$ cat src/rtl/down_counter_timer.sv
// Loadable down-counter/timer: counts q down to terminal count, pulses tc for one cycle,
// then either stops in IDLE (one-shot) or reloads and keeps running (periodic).
module down_counter_timer #(
   parameter int WIDTH = 4
) (
   input  logic             clk,
   input  logic             rst,
   input  logic             load,
   input  logic [WIDTH-1:0] load_val,
   input  logic             auto_reload,
   input  logic             en,
   output logic [WIDTH-1:0] q,
   output logic             tc,
   output logic             busy
);

   typedef enum logic {S_IDLE = 1'b0, S_RUN = 1'b1} state_t;

   state_t           r_state;
   logic [WIDTH-1:0] r_q;
   logic             r_tc;
   logic [WIDTH-1:0] r_reload;
   logic             r_mode;

   state_t           w_state_nxt;
   logic [WIDTH-1:0] w_q_nxt;
   logic             w_tc_nxt;
   logic [WIDTH-1:0] w_reload_nxt;
   logic             w_mode_nxt;

   always_ff @(posedge clk or posedge rst) begin
      if (rst) begin
         r_state  <= S_IDLE;
         r_q      <= '0;
         r_tc     <= 1'b0;
         r_reload <= '0;
         r_mode   <= 1'b0;
      end else begin
         r_state  <= w_state_nxt;
         r_q      <= w_q_nxt;
         r_tc     <= w_tc_nxt;
         r_reload <= w_reload_nxt;
         r_mode   <= w_mode_nxt;
      end
   end

   // Load outranks terminal count; RUN always holds q >= 1, so no underflow path exists.
   always_comb begin
      w_state_nxt  = r_state;
      w_q_nxt      = r_q;
      w_tc_nxt     = 1'b0;
      w_reload_nxt = r_reload;
      w_mode_nxt   = r_mode;
      if (load) begin
         w_q_nxt      = load_val;
         w_reload_nxt = load_val;
         w_mode_nxt   = auto_reload;
         w_state_nxt  = (load_val != '0) ? S_RUN : S_IDLE;
      end else if (r_state == S_RUN && en) begin
         if (r_q == WIDTH'(1)) begin
            w_tc_nxt = 1'b1;
            if (r_mode) begin
               w_q_nxt = r_reload;
            end else begin
               w_q_nxt     = '0;
               w_state_nxt = S_IDLE;
            end
         end else begin
            w_q_nxt = r_q - WIDTH'(1);
         end
      end
   end

   always_comb begin
      q    = r_q;
      tc   = r_tc;
      busy = (r_state == S_RUN);
   end

endmodule

$ cat config.mk
export PLATFORM = sky130hd
export DESIGN_NAME = down_counter_timer
export DESIGN_NICKNAME = d
export VERILOG_FILES = /design/src/rtl/down_counter_timer.sv
export SDC_FILE = /design/constraint.sdc
export NUM_CORES = 1
export LEC_CHECK = 0
export ABC_AREA = 1
export BUFFER_PORTS_ARGS = -buffer_cell sky130_fd_sc_hd__clkbuf_2
export CAP_MARGIN = 20
export CORE_AREA = 10 10 47 49
export DETAILED_ROUTE_END_ITERATION = 16
export DIE_AREA = 0 0 57 59
export PLACE_DENSITY = 0.78
export SLEW_MARGIN = 25
export SYNTH_ARGS = -nofsm -noshare
export SYNTH_HDL_FRONTEND = slang
export SYNTH_SLANG_ARGS = --single-unit
$ cat constraint.sdc
create_clock -name clk -period 2 [get_ports clk]
set_input_delay 0.2 -clock clk [delete_from_list [all_inputs] [get_ports clk]]
set_output_delay 0.2 -clock clk [all_outputs]
set_load 0.03 [all_outputs]
# Word level (Yosys, flattened, before mapping)
# Cells that the tools add are included.
# W data, S select, Z words.
# totals
ram_bits,0
out_inout_bits,6
register_bits,11
rom_bits,0
word_cells,25
n_memories,0
latch_bits,0
input_bits,9
# op_classes
n_bitwise,0
div_mod_pow,0
magnitude_cmp,0
n_addsub,1
shift,0
n_mux,12
n_reduce_logical,5
multipliers,0
n_eq_ne,2
# op_table
cell,count
$mux W4,4
$mux W1,8
$eq A4 B1 Y1 const B,1
$reduce_bool A2 Y1,2
$reduce_bool A4 Y1,1
$sub A4 B1 Y4 const B,1
$reduce_and A3 Y1,1
$ne A2 B2 Y1 const B,1
$logic_and A1 B1 Y1,1

# Depth between registers and ports, before layout
# depth
word_depth,4
ltp_mapped,7
mapped_depth_nobuf,7

# Least setup slack after synthesis
# OpenSTA, ideal clock, no wires.
# synth_path
path_kind,register to register
startpoint,register r_q[0] (netlist: q[0])
endpoint,register r_q[2] (netlist: q[2])
period_less_slack_ps,1279
path_slack_ps,721
setup_time_ps,117
t_required_ps,1883
path_buffers,0
path_stages_with_launch,7
arrival_time_ps,1161
path_cell_list,dfrtp_1 -> inv_1 -> ha_1 -> xnor2_1 -> nand2_1 -> nand3_1 -> nand2_1
# synth_between
elab_chain_len,4
word_cells_on_any_way,5
cone_classes,1 x add/sub; 1 x eq/ne; 3 x mux
# synth_lines
element,line_no,source
"start, declared",20,logic [WIDTH-1:0] r_q;
"start signal, assigned",40,r_q <= w_q_nxt;
$sub A4 B1 Y4 / $eq A4 B1 Y1 (equally long branches),"69, 60",
$mux W4 (*),60,if (r_q == WIDTH'(1)) begin
$mux W4 (*),59,end else if (r_state == S_RUN && en) begin
$mux W4 (*),54,if (load) begin
# Mark *: on every way between the ends. The rest lies on a longest branch, timed or not. The select of a mux whose other input is x is not followed.
# A chain may end at the register's enable or synchronous reset.

# Worst setup path after layout
# layout_path
startpoint,register r_q[1] (netlist: q[1])
endpoint,register r_q[2] (netlist: q[2])
# Same word-level chain as after synthesis.

==> metrics.yaml <==
outcome:
  status: "completed"
placed_design:
  portBuffers: 14
  dp_cells: 107
  dp_hpwl_mm: 1.12
  placed_area_sq_um: 682
  place.gp.congestion: 0.840
finish:
  area_growth_pct: 19.1
  nFillCells: 147
  instances_no_fill: 112
  final_area_sq_um: 718
  nets: 108
  drive_gt1_share_pct: 25.0
  antenna_cells: 0
  layout_common_cells: "nand2_1, clkbuf_2, inv_1"
  final_common_cell: "nand2_1"
clocking:
  clk_path_buf_depth: 2
  clk_pin_slew_ns: 0.07
  cts_made_buffers: 3
  cts_sinks: 11
  root_buffer: "clkbuf_4"
  cts_setup_buffers: 0
  clock_latency_ns: 0.28
  htreeDepth: 1
  cts_tree: "done"
global_route:
  grt_start_max_net_pins: 13
  overflow: 0
  track_usage_pct: 9.17
  antenna_found_initial: 0
  grt_pass1_vias: 585
  grt_pass1_wl_mm: 2.42
floorplan:
  die_y_um: 59
  rows: 14
  die_area_sq_mm: 0.00336
  start_util_pct: 43.0
  die_x_um: 57
  core_area_sq_mm: 0.00140
  io_pins: 15
worst_setup_path:
  critPathMaxStageDelay_ns: 0.40
  end_kind: "flop"
  path_delay_family: "flip-flops"
  path_class: "flop to flop"
  reg2reg_from: "q[1]"
  cp.required_ns: 2.17
  ff2ff_path_depth: 7
  cp.buffers_inverters: 2
  crit_chain: "inv_1 > ha_1 > nand2_2 > inv_2 > o21ai_0 > nand3_1 > nand2_1"
  start_kind: "flop"
  crit-reg2reg-capture: "q[2]"
  arrival_ns: 1.43
  startpoint: "q[1]"
  endpoint: "q[2]"
  cp_max_fo: 7
  slowest_stage: "dfrtp_1"
  ff2ff_setup_slack_ns: 0.74
  path_depth: 7
logic_synthesis:
  ys_seq_area_share_pct: 45.6
  yosysWarnings: 0
  yosysUniqueCellTypes: 17
  ys_seq_elements: 11
  syn-num-nets: 89
  postSynthCellCount: 78
  avgSynthCellArea_sq_um: 7.73
  synth_area_sq_um: 603
sta:
  hold_viol: 0
  skew_ns: 0.00236
  tightestPinTransition_ns: 0.444
  tns_ns: 0
  fin_crit_ns: 1.26
  fmax_mhz: 796
  rsz0062_at_grt: "false"
  period_share_pct: 62.8
  setup_viol: 0
  relSlewSlack_pct: 70.4
  drv_slew: 0
run:
  drv_cap: 0
min_path:
  hold_path_class: "primary input to flop"
pwr:
  power_mw: 0.601
  powerDensity_mw_per_mm2: 837
  vdd_drop_max_mv: 0.430
  cellLeakagePower_nw: 0.397
routing:
  vias: 544
  drt-total-wl_mm: 1.44
  drt_iter0_drc: 9
  drc: 0
  viasPerCell: 4.86
  drt_pass1_iterations: 3
  antenna_left: 0
  wire_per_inst_um: 12.9
worst min path at each step:
stage,from,to,slack [ns],cells after the start
6_report,auto_reload,r_mode,0.13,3
5_1_grt,auto_reload,r_mode,0.15,3
4_1_cts,auto_reload,r_mode,0.13,3
3_5_place_dp,rst,tc,0.20,2
3_3_place_gp,rst,q[2],0.19,2
2_1_floorplan,rst,busy,0.05,1
cell families after synthesis:
group	after synthesis	share of synthesized area [%]
xor+xnor	1	1.45
compound gates	12	10.4
flops	11	45.6
fa+ha+maj	2	4.15
buf+inv	15	10.6
simple gates	37	27.8
cell usage after synthesis (all sizes together):
library cell | count | area share (%)
nand2 | 20 | 14
inv | 14 | 8.7
dfrtp | 11 | 46
nand3 | 8 | 7.5
o21ai | 8 | 6.6
nor2 | 7 | 4.8
a21oi | 3 | 2.5
ha | 2 | 4.1
buf | 1 | 1.9
nand4 | 1 | 1.0
nor3 | 1 | 0.83
o21bai | 1 | 1.2
xnor2 | 1 | 1.5
worst reg2reg max path, cell delays in order (launching register included):
cell and delay (ns):
dfrtp_1 0.40, inv_1 0.11, ha_1 0.19, nand2_2 0.13, inv_2 0.08, o21ai_0 0.11
nand3_1 0.09, nand2_1 0.05
metal layers:
| metal | vias up | share of wire [%] | GRT usage (%) |
|---|---|---|---|
| met1 | 244 | 45 | 8.92 |
| met2 | 13 | 46 | 16.3 |
| met4 | 0 | 2.8 | 6.04 |
| met3 | 5 | 6.0 | 3.00 |
| li1 | 282 | - | - |
| met5 | - | 0 | 0 |
state kept, by name, indices dropped and copies added (netlist names):
signal,cells
busy,1
q,4
r_mode,1
r_reload,4
tc,1
area by class of cell:
cell class                      instances  area [sq um]  share of cell area [%]
Timing Repair Buffer                   15          80.1                    11.1
Multi-Input combinational cell         52           264                    36.8
Sequential cell                        11           275                    38.3
Tap cell                               16          20.0                    2.79
Clock buffer                            4          26.3                    3.66
Inverter                               14          52.6                    7.32
power breakdown:
part | leakage (nW) | internal, mW | switching, mW | total (mW)
Clock | 0.0150 | 0.0774 | 0.0803 | 0.158
Combinational | 0.250 | 0.0584 | 0.115 | 0.174
Sequential | 0.132 | 0.247 | 0.0222 | 0.269
Total | 0.397 | 0.383 | 0.218 | 0.601
repair_timing:
item                                   CTS  global route
hold buffers                             1             0
endpoints found under the hold margin   11             0
gates resized for setup                  0             0
stage by stage:
step / hold WS, ns / util [%] / worst slack (ns)
6_report: 0.133 / 51.2 / 0.744
5_1_grt: 0.155 / 51.2 / 0.654
4_1_cts: 0.133 / 51.2 / 0.750
3_5_place_dp: 0.205 / 48.7 / 0.771
3_3_place_gp: 0.192 / 48.7 / 0.805
2_1_floorplan: 0.0524 / - / 0.721
Note: power is estimated with default switching activity, not from simulation.
